--- config.mk ---
export PLATFORM = sky130hd
export DESIGN_NAME = data_bus_arbiter_flat
export DESIGN_NICKNAME = d
export VERILOG_FILES = /design/src/rtl/data_bus_arbiter_if.sv /design/src/rtl/data_bus_arbiter.sv /design/src/flat_wrapper.sv
export SDC_FILE = /design/constraint.sdc
export NUM_CORES = 1
export LEC_CHECK = 0
export ABC_CLOCK_PERIOD_IN_PS = 2480
export CAP_MARGIN = 10
export CORE_UTILIZATION = 39
export DETAILED_ROUTE_END_ITERATION = 12
export GPL_TIMING_DRIVEN = 0
export PLACE_DENSITY = 0.88
export SKIP_CTS_REPAIR_TIMING = 1
export SYNTH_ARGS = -nofsm -noshare
export SYNTH_HDL_FRONTEND = slang
export SYNTH_SLANG_ARGS = --single-unit
--- constraint.sdc ---
create_clock -name iCLK -period 2.48 [get_ports iCLK]
set_input_delay 0.496 -clock iCLK [delete_from_list [all_inputs] [get_ports iCLK]]
set_output_delay 0.496 -clock iCLK [all_outputs]
set_load 0.05 [all_outputs]
--- src/rtl/data_bus_arbiter_if.sv ---
// rtl/data_bus_arbiter_if.sv - bundled master-side and slave-side signals of the data bus arbiter
interface data_bus_arbiter_if;
    logic        iM0ReadEnable;
    logic        iM0WriteEnable;
    logic [3:0]  iM0ByteEnable;
    logic [31:0] iM0Address;
    logic [31:0] iM0WriteData;
    logic [31:0] oM0ReadData;
    logic        oM0Ready;
    logic        oM0Error;

    logic        iM1ReadEnable;
    logic        iM1WriteEnable;
    logic [3:0]  iM1ByteEnable;
    logic [31:0] iM1Address;
    logic [31:0] iM1WriteData;
    logic [31:0] oM1ReadData;
    logic        oM1Ready;
    logic        oM1Error;

    logic        oDwReadEnable;
    logic        oDwWriteEnable;
    logic [3:0]  oDwByteEnable;
    logic [31:0] oDwAddress;
    logic [31:0] oDwWriteData;
    logic [31:0] iDwReadData;
    logic        iAck;

    logic [1:0]  oGrant;

    // Arbiter view: takes requests and slave responses, drives completions and slave strobes
    modport slave (
        input  iM0ReadEnable, iM0WriteEnable, iM0ByteEnable, iM0Address, iM0WriteData,
        input  iM1ReadEnable, iM1WriteEnable, iM1ByteEnable, iM1Address, iM1WriteData,
        input  iDwReadData, iAck,
        output oM0ReadData, oM0Ready, oM0Error,
        output oM1ReadData, oM1Ready, oM1Error,
        output oDwReadEnable, oDwWriteEnable, oDwByteEnable, oDwAddress, oDwWriteData,
        output oGrant
    );

    // Environment view: the masters and the memory around the arbiter
    modport master (
        output iM0ReadEnable, iM0WriteEnable, iM0ByteEnable, iM0Address, iM0WriteData,
        output iM1ReadEnable, iM1WriteEnable, iM1ByteEnable, iM1Address, iM1WriteData,
        output iDwReadData, iAck,
        input  oM0ReadData, oM0Ready, oM0Error,
        input  oM1ReadData, oM1Ready, oM1Error,
        input  oDwReadEnable, oDwWriteEnable, oDwByteEnable, oDwAddress, oDwWriteData,
        input  oGrant
    );
endinterface

--- src/rtl/data_bus_arbiter.sv ---
// rtl/data_bus_arbiter.sv - two-master round-robin data bus arbiter with ack watchdog
// All outputs are registered; the FSM serializes one transaction at a time:
// IDLE grants, BUSY waits for iAck or timeout, DONE carries the one-cycle ready pulse.
module data_bus_arbiter #(
    parameter int TIMEOUT = 16
) (
    input  logic              iCLK,
    input  logic              iRST,
    data_bus_arbiter_if.slave bus
);

    typedef enum logic [1:0] {IDLE, BUSY, DONE} state_t;

    state_t      state;
    state_t      stateNext;
    logic [7:0]  count;
    logic        lastGrant;      // 1: M1 was granted last, so M0 wins the next tie
    logic        m0Req;
    logic        m1Req;
    logic        grantM0;
    logic        grantM1;
    logic        finishAck;
    logic        finishTimeout;
    logic [31:0] ackData;

    assign m0Req = bus.iM0ReadEnable | bus.iM0WriteEnable;
    assign m1Req = bus.iM1ReadEnable | bus.iM1WriteEnable;

    // State register
    always_ff @(posedge iCLK) begin
        if (!iRST) begin
            state <= IDLE;
        end else begin
            state <= stateNext;
        end
    end

    // Next-state and arbitration decisions
    always_comb begin
        stateNext     = state;
        grantM0       = 1'b0;
        grantM1       = 1'b0;
        finishAck     = 1'b0;
        finishTimeout = 1'b0;
        // Writes (including both enables set) return zero read data
        ackData       = bus.oDwWriteEnable ? 32'h0 : bus.iDwReadData;
        case (state)
            IDLE: begin
                if (m0Req && m1Req) begin
                    grantM0 = lastGrant;
                    grantM1 = ~lastGrant;
                end else begin
                    grantM0 = m0Req;
                    grantM1 = m1Req;
                end
                if (m0Req || m1Req) begin
                    stateNext = BUSY;
                end
            end
            BUSY: begin
                if (bus.iAck) begin
                    finishAck = 1'b1;
                    stateNext = DONE;
                end else if (count == 8'(TIMEOUT - 1)) begin
                    finishTimeout = 1'b1;
                    stateNext     = DONE;
                end
            end
            DONE: begin
                stateNext = IDLE;
            end
            default: begin
                stateNext = IDLE;
            end
        endcase
    end

    // Registered bus copy, completion outputs, watchdog counter and fairness pointer
    always_ff @(posedge iCLK) begin
        if (!iRST) begin
            count              <= 8'd0;
            lastGrant          <= 1'b1;
            bus.oDwReadEnable  <= 1'b0;
            bus.oDwWriteEnable <= 1'b0;
            bus.oDwByteEnable  <= 4'd0;
            bus.oDwAddress     <= 32'd0;
            bus.oDwWriteData   <= 32'd0;
            bus.oGrant         <= 2'b00;
            bus.oM0Ready       <= 1'b0;
            bus.oM1Ready       <= 1'b0;
            bus.oM0Error       <= 1'b0;
            bus.oM1Error       <= 1'b0;
            bus.oM0ReadData    <= 32'd0;
            bus.oM1ReadData    <= 32'd0;
        end else begin
            if (grantM0) begin
                bus.oDwReadEnable  <= bus.iM0ReadEnable & ~bus.iM0WriteEnable;
                bus.oDwWriteEnable <= bus.iM0WriteEnable;
                bus.oDwByteEnable  <= bus.iM0ByteEnable;
                bus.oDwAddress     <= bus.iM0Address;
                bus.oDwWriteData   <= bus.iM0WriteData;
                bus.oGrant         <= 2'b01;
                lastGrant          <= 1'b0;
            end
            if (grantM1) begin
                bus.oDwReadEnable  <= bus.iM1ReadEnable & ~bus.iM1WriteEnable;
                bus.oDwWriteEnable <= bus.iM1WriteEnable;
                bus.oDwByteEnable  <= bus.iM1ByteEnable;
                bus.oDwAddress     <= bus.iM1Address;
                bus.oDwWriteData   <= bus.iM1WriteData;
                bus.oGrant         <= 2'b10;
                lastGrant          <= 1'b1;
            end
            if (state == BUSY) begin
                count <= count + 8'd1;
            end
            if (finishAck || finishTimeout) begin
                bus.oDwReadEnable  <= 1'b0;
                bus.oDwWriteEnable <= 1'b0;
                if (bus.oGrant[1]) begin
                    bus.oM1Ready    <= 1'b1;
                    bus.oM1Error    <= finishTimeout;
                    bus.oM1ReadData <= finishAck ? ackData : 32'h0;
                end else begin
                    bus.oM0Ready    <= 1'b1;
                    bus.oM0Error    <= finishTimeout;
                    bus.oM0ReadData <= finishAck ? ackData : 32'h0;
                end
            end
            if (state == DONE) begin
                bus.oM0Ready <= 1'b0;
                bus.oM1Ready <= 1'b0;
                bus.oM0Error <= 1'b0;
                bus.oM1Error <= 1'b0;
                bus.oGrant   <= 2'b00;
                count        <= 8'd0;
            end
        end
    end

endmodule

--- src/flat_wrapper.sv ---
// flat-port wrapper written by rule: the top's interface ports become plain ports
module data_bus_arbiter_flat 
#(
    parameter int TIMEOUT = 16
)
  (iCLK, iRST, bus_iM0ReadEnable, bus_iM0WriteEnable, bus_iM0ByteEnable, bus_iM0Address, bus_iM0WriteData, bus_iM1ReadEnable, bus_iM1WriteEnable, bus_iM1ByteEnable, bus_iM1Address, bus_iM1WriteData, bus_iDwReadData, bus_iAck, bus_oM0ReadData, bus_oM0Ready, bus_oM0Error, bus_oM1ReadData, bus_oM1Ready, bus_oM1Error, bus_oDwReadEnable, bus_oDwWriteEnable, bus_oDwByteEnable, bus_oDwAddress, bus_oDwWriteData, bus_oGrant);
  data_bus_arbiter_if bus_i ();
  input  logic iCLK;
  input  logic iRST;
  input wire logic [$bits(bus_i.iM0ReadEnable)-1:0] bus_iM0ReadEnable;
  input wire logic [$bits(bus_i.iM0WriteEnable)-1:0] bus_iM0WriteEnable;
  input wire logic [$bits(bus_i.iM0ByteEnable)-1:0] bus_iM0ByteEnable;
  input wire logic [$bits(bus_i.iM0Address)-1:0] bus_iM0Address;
  input wire logic [$bits(bus_i.iM0WriteData)-1:0] bus_iM0WriteData;
  input wire logic [$bits(bus_i.iM1ReadEnable)-1:0] bus_iM1ReadEnable;
  input wire logic [$bits(bus_i.iM1WriteEnable)-1:0] bus_iM1WriteEnable;
  input wire logic [$bits(bus_i.iM1ByteEnable)-1:0] bus_iM1ByteEnable;
  input wire logic [$bits(bus_i.iM1Address)-1:0] bus_iM1Address;
  input wire logic [$bits(bus_i.iM1WriteData)-1:0] bus_iM1WriteData;
  input wire logic [$bits(bus_i.iDwReadData)-1:0] bus_iDwReadData;
  input wire logic [$bits(bus_i.iAck)-1:0] bus_iAck;
  output wire logic [$bits(bus_i.oM0ReadData)-1:0] bus_oM0ReadData;
  output wire logic [$bits(bus_i.oM0Ready)-1:0] bus_oM0Ready;
  output wire logic [$bits(bus_i.oM0Error)-1:0] bus_oM0Error;
  output wire logic [$bits(bus_i.oM1ReadData)-1:0] bus_oM1ReadData;
  output wire logic [$bits(bus_i.oM1Ready)-1:0] bus_oM1Ready;
  output wire logic [$bits(bus_i.oM1Error)-1:0] bus_oM1Error;
  output wire logic [$bits(bus_i.oDwReadEnable)-1:0] bus_oDwReadEnable;
  output wire logic [$bits(bus_i.oDwWriteEnable)-1:0] bus_oDwWriteEnable;
  output wire logic [$bits(bus_i.oDwByteEnable)-1:0] bus_oDwByteEnable;
  output wire logic [$bits(bus_i.oDwAddress)-1:0] bus_oDwAddress;
  output wire logic [$bits(bus_i.oDwWriteData)-1:0] bus_oDwWriteData;
  output wire logic [$bits(bus_i.oGrant)-1:0] bus_oGrant;
  assign bus_i.iM0ReadEnable = bus_iM0ReadEnable;
  assign bus_i.iM0WriteEnable = bus_iM0WriteEnable;
  assign bus_i.iM0ByteEnable = bus_iM0ByteEnable;
  assign bus_i.iM0Address = bus_iM0Address;
  assign bus_i.iM0WriteData = bus_iM0WriteData;
  assign bus_i.iM1ReadEnable = bus_iM1ReadEnable;
  assign bus_i.iM1WriteEnable = bus_iM1WriteEnable;
  assign bus_i.iM1ByteEnable = bus_iM1ByteEnable;
  assign bus_i.iM1Address = bus_iM1Address;
  assign bus_i.iM1WriteData = bus_iM1WriteData;
  assign bus_i.iDwReadData = bus_iDwReadData;
  assign bus_i.iAck = bus_iAck;
  assign bus_oM0ReadData = bus_i.oM0ReadData;
  assign bus_oM0Ready = bus_i.oM0Ready;
  assign bus_oM0Error = bus_i.oM0Error;
  assign bus_oM1ReadData = bus_i.oM1ReadData;
  assign bus_oM1Ready = bus_i.oM1Ready;
  assign bus_oM1Error = bus_i.oM1Error;
  assign bus_oDwReadEnable = bus_i.oDwReadEnable;
  assign bus_oDwWriteEnable = bus_i.oDwWriteEnable;
  assign bus_oDwByteEnable = bus_i.oDwByteEnable;
  assign bus_oDwAddress = bus_i.oDwAddress;
  assign bus_oDwWriteData = bus_i.oDwWriteData;
  assign bus_oGrant = bus_i.oGrant;
  data_bus_arbiter #(.TIMEOUT(TIMEOUT)) u_core (.iCLK(iCLK), .iRST(iRST), .bus(bus_i));
endmodule
==> metrics.cfg <==
[timing]
fmax_mhz=463
worst_slew_pin_slew_ns=0.714
min_period_ns=2.16
rsz0062_at_grt=no
finalSetupTns_ns=0
slew_headroom_pct=52.2
clock_skew_ns=0.00778
setup_viol=0
hold_viol=0
drv_slew=0
period_share_pct=87.1

[worst_setup_path]
reg2reg_from=u_core.count[0]
crit_slowest_cell=clkdlybuf4s50_1
crit_required_ns=1.98
critPathKind=flip-flop to output pin
cp.depth=1
start_kind=flip-flop
cp_cell_sequence=clkdlybuf4s50_1
max_stage_delay_ns=0.85
startpoint=u_core.bus.oDwWriteEnable
r2r-end=u_core.bus.oM0ReadData[19]
ff2ff_setup_slack_ns=0.41
reg2reg_depth=6
end_kind=output pin
critPathBufInv=1
cp.arrival_ns=1.66
cp_top_family=buffers and inverters
cp_max_fo=3

[placed_design]
dp_hpwl_um=15700
io_buffers=314
gp_congestion=0.920
placed_area_mm2=0.00913

[clock_tree]
cts.htree.levels=4
root_buffer=clkbuf_16
cts_tree=yes
clock-sinks=151
cts_buffers=17
path_clk_slew_ns=0.06
clockBufferDepth=2
clkLatencyLatePin_ns=0.42

[grt]
antenna_found_initial=1
grt_pass1_vias=6019
grt_max_degree=17
grt.overflow.total=0
grt_usage_pct=26.3
grt_pass1_wl_um=30400

[die]
rows=44
start_util_pct=39.8
die-area_mm2=0.0153
die_height_um=124
io_pins=315
die_w_um=124
coreArea_mm2=0.0145

[routing]
vias=6340
drt-total-wl_um=20700
first_iter_violations=341
firstDrtPassIters=5
route.antenna.remaining_nets=0
wl_per_cell_um=17.9
drc_errors=0
vias_per_cell=5.48

[synthesis]
synth_edf_count=0
ys.flop_type=dfxtp_1
synth_cells=626
yosys.area.top_type=dfxtp_1
synthTopCellsByArea=dfxtp_1 (52%), a32o_1 (11%), nand2_1 (9.4%)
async_reset_ff_share_pct=0
synth_top_area_share_pct=52.5
syn_area_mm2=0.00576
syn_area_per_cell_um2=9.20
ys_types=41
yosysWarnings=0
syn_nets=802
ys_seq_elements=151
ys_seq_area_share_pct=52.5

[layout]
num-fill-cells=1147
multiInputGateArea_mm2=0.00239
seqCellArea_mm2=0.00302
fin_area_mm2=0.00970
drive_gt1_share_pct=6.58
syn2layout_area_growth_pct=68.5
finalNetCount=1135

[worst_hold_path]
hold_path_end=u_core.bus.oM0Ready
hp-class=flip-flop to flip-flop
min_from=u_core.bus.oM0Ready
hold_depth=2

[power]
p_int_w=0.00479
power.leakage_nw=3.63
p_sw_share_pct=34.0
power_density_mw_per_mm2=748
clkPwrFrac_pct=34.5
p_sw_w=0.00247
combPwrFrac_pct=27.8
ir_worst_vdd_mv=0.402
seqPwrFrac_pct=37.7

[job]
max-cap-violations=0

[run_status]
outcome=finished clean

-- layout make-up --
class                           instances  share of cell area, %
Timing Repair Buffer                  314                   32.4
Sequential cell                       151                   31.2
Multi-Input combinational cell        412                   24.6
Clock buffer                           17                   4.38
Buffer                                 60                   3.43
Tap cell                              184                   2.37
Clock inverter                         15                   1.47
Inverter                                3                  0.116
Antenna cell                            1                 0.0258
-- registers in the layout, indices dropped and copies added, names as in the netlist --
name and cells:
u_core.bus.oDwAddress 32, u_core.bus.oDwWriteData 32, u_core.bus.oM0ReadData 32, u_core.bus.oM1ReadData 32, u_core.count 8, u_core.bus.oDwByteEnable 4
u_core.bus.oGrant 2, u_core.state 2, u_core.bus.oDwReadEnable 1, u_core.bus.oDwWriteEnable 1, u_core.bus.oM0Error 1, u_core.bus.oM0Ready 1
u_core.bus.oM1Error 1, u_core.bus.oM1Ready 1, u_core.lastGrant 1
-- worst max path at each step --
| stage | endpoint | slack (ns) |
|---|---|---|
| 2_1_floorplan | u_core.bus.oM0ReadData[10] | 0.64 |
| 3_3_place_gp | u_core.bus.oDwWriteData[28] | -0.06 |
| 3_5_place_dp | u_core.bus.oDwAddress[0] | -0.07 |
| 4_1_cts | bus_oDwWriteEnable | 0.30 |
| 5_1_grt | u_core.bus.oDwAddress[0] | 0.18 |
| 6_report | bus_oDwWriteEnable | 0.32 |
-- routing by layer --
metal	share of wire (%)	GRT usage (%)	wire length (µm)	vias to the layer above
li1	-	-	-	2973
met1	36	27.1	7390	3000
met2	52	47.9	10700	325
met3	8.8	7.93	1830	42
met4	3.5	13.2	733	0
met5	0	0	0	-
-- layout by cell type, fill, tap and decap left out, types with 2 or more instances in the layout --
cell             count
nand4_1              4
nand2_1            144
nor2b_1              3
xor2_1               6
and3_1               2
a31oi_1             69
inv_1                3
nor2_1              18
clkbuf_1            30
buf_2               16
inv_6                6
clkinvlp_4           4
dlygate4sd1_1        3
nand2b_1             2
o21ai_0             72
clkbuf_16           17
a21oi_1              6
dfxtp_1            151
clkdlybuf4s50_1    314
buf_6                9
a32o_1              64
clkinv_2             2
-- per-stage QoR --
step                      setup WS, ns  utilization (%)  instances  hold WS, ns  power (W)
after floorplan                  0.642                -        626        0.475    0.00392
after global placement         -0.0634             63.1       1124        0.438    0.00476
after detailed placement       -0.0688             63.1       1124        0.453    0.00479
after CTS                        0.304             67.0       1156        0.465    0.00728
after global routing             0.179             67.0       1156        0.478    0.00751
final                            0.320             67.0       1157        0.464    0.00725
-- synthesized netlist by cell type, types with 2 or more instances --
master,instances
dfxtp_1,151
nand2_1,144
o21ai_0,72
a31oi_1,69
a32o_1,64
clkbuf_1,30
nor2_1,18
buf_2,16
buf_6,9
a21oi_1,6
xor2_1,6
nand4_1,4
dlygate4sd1_1,3
inv_1,3
nor2b_1,3
and3_1,2
nand2b_1,2
-- power groups by stage --
stage / clock, W / sequential (W) / combinational [W]
detailed placement: 0 / 0.00278 / 0.00201
CTS: 0.00253 / 0.00273 / 0.00202
global placement: 0 / 0.00277 / 0.00199
floorplan: 0 / 0.00341 / 0.000515
global route: 0.00263 / 0.00275 / 0.00213
finish: 0.00250 / 0.00273 / 0.00202
-- cell families (layout without fill, tap and decap cells) --
group	count (synthesis)	in the layout	synth area share, %
AOI/OAI and AO/OA	222	222	27.3
xor gates and xnor gates	7	7	1.06
adders and majority gates	1	1	0.217
buffers and inverters	63	409	5.98
DFF	151	151	52.5
other	0	1	0
and+or+nand+nor	182	182	12.9
Power figures use the tool's default switching activity.
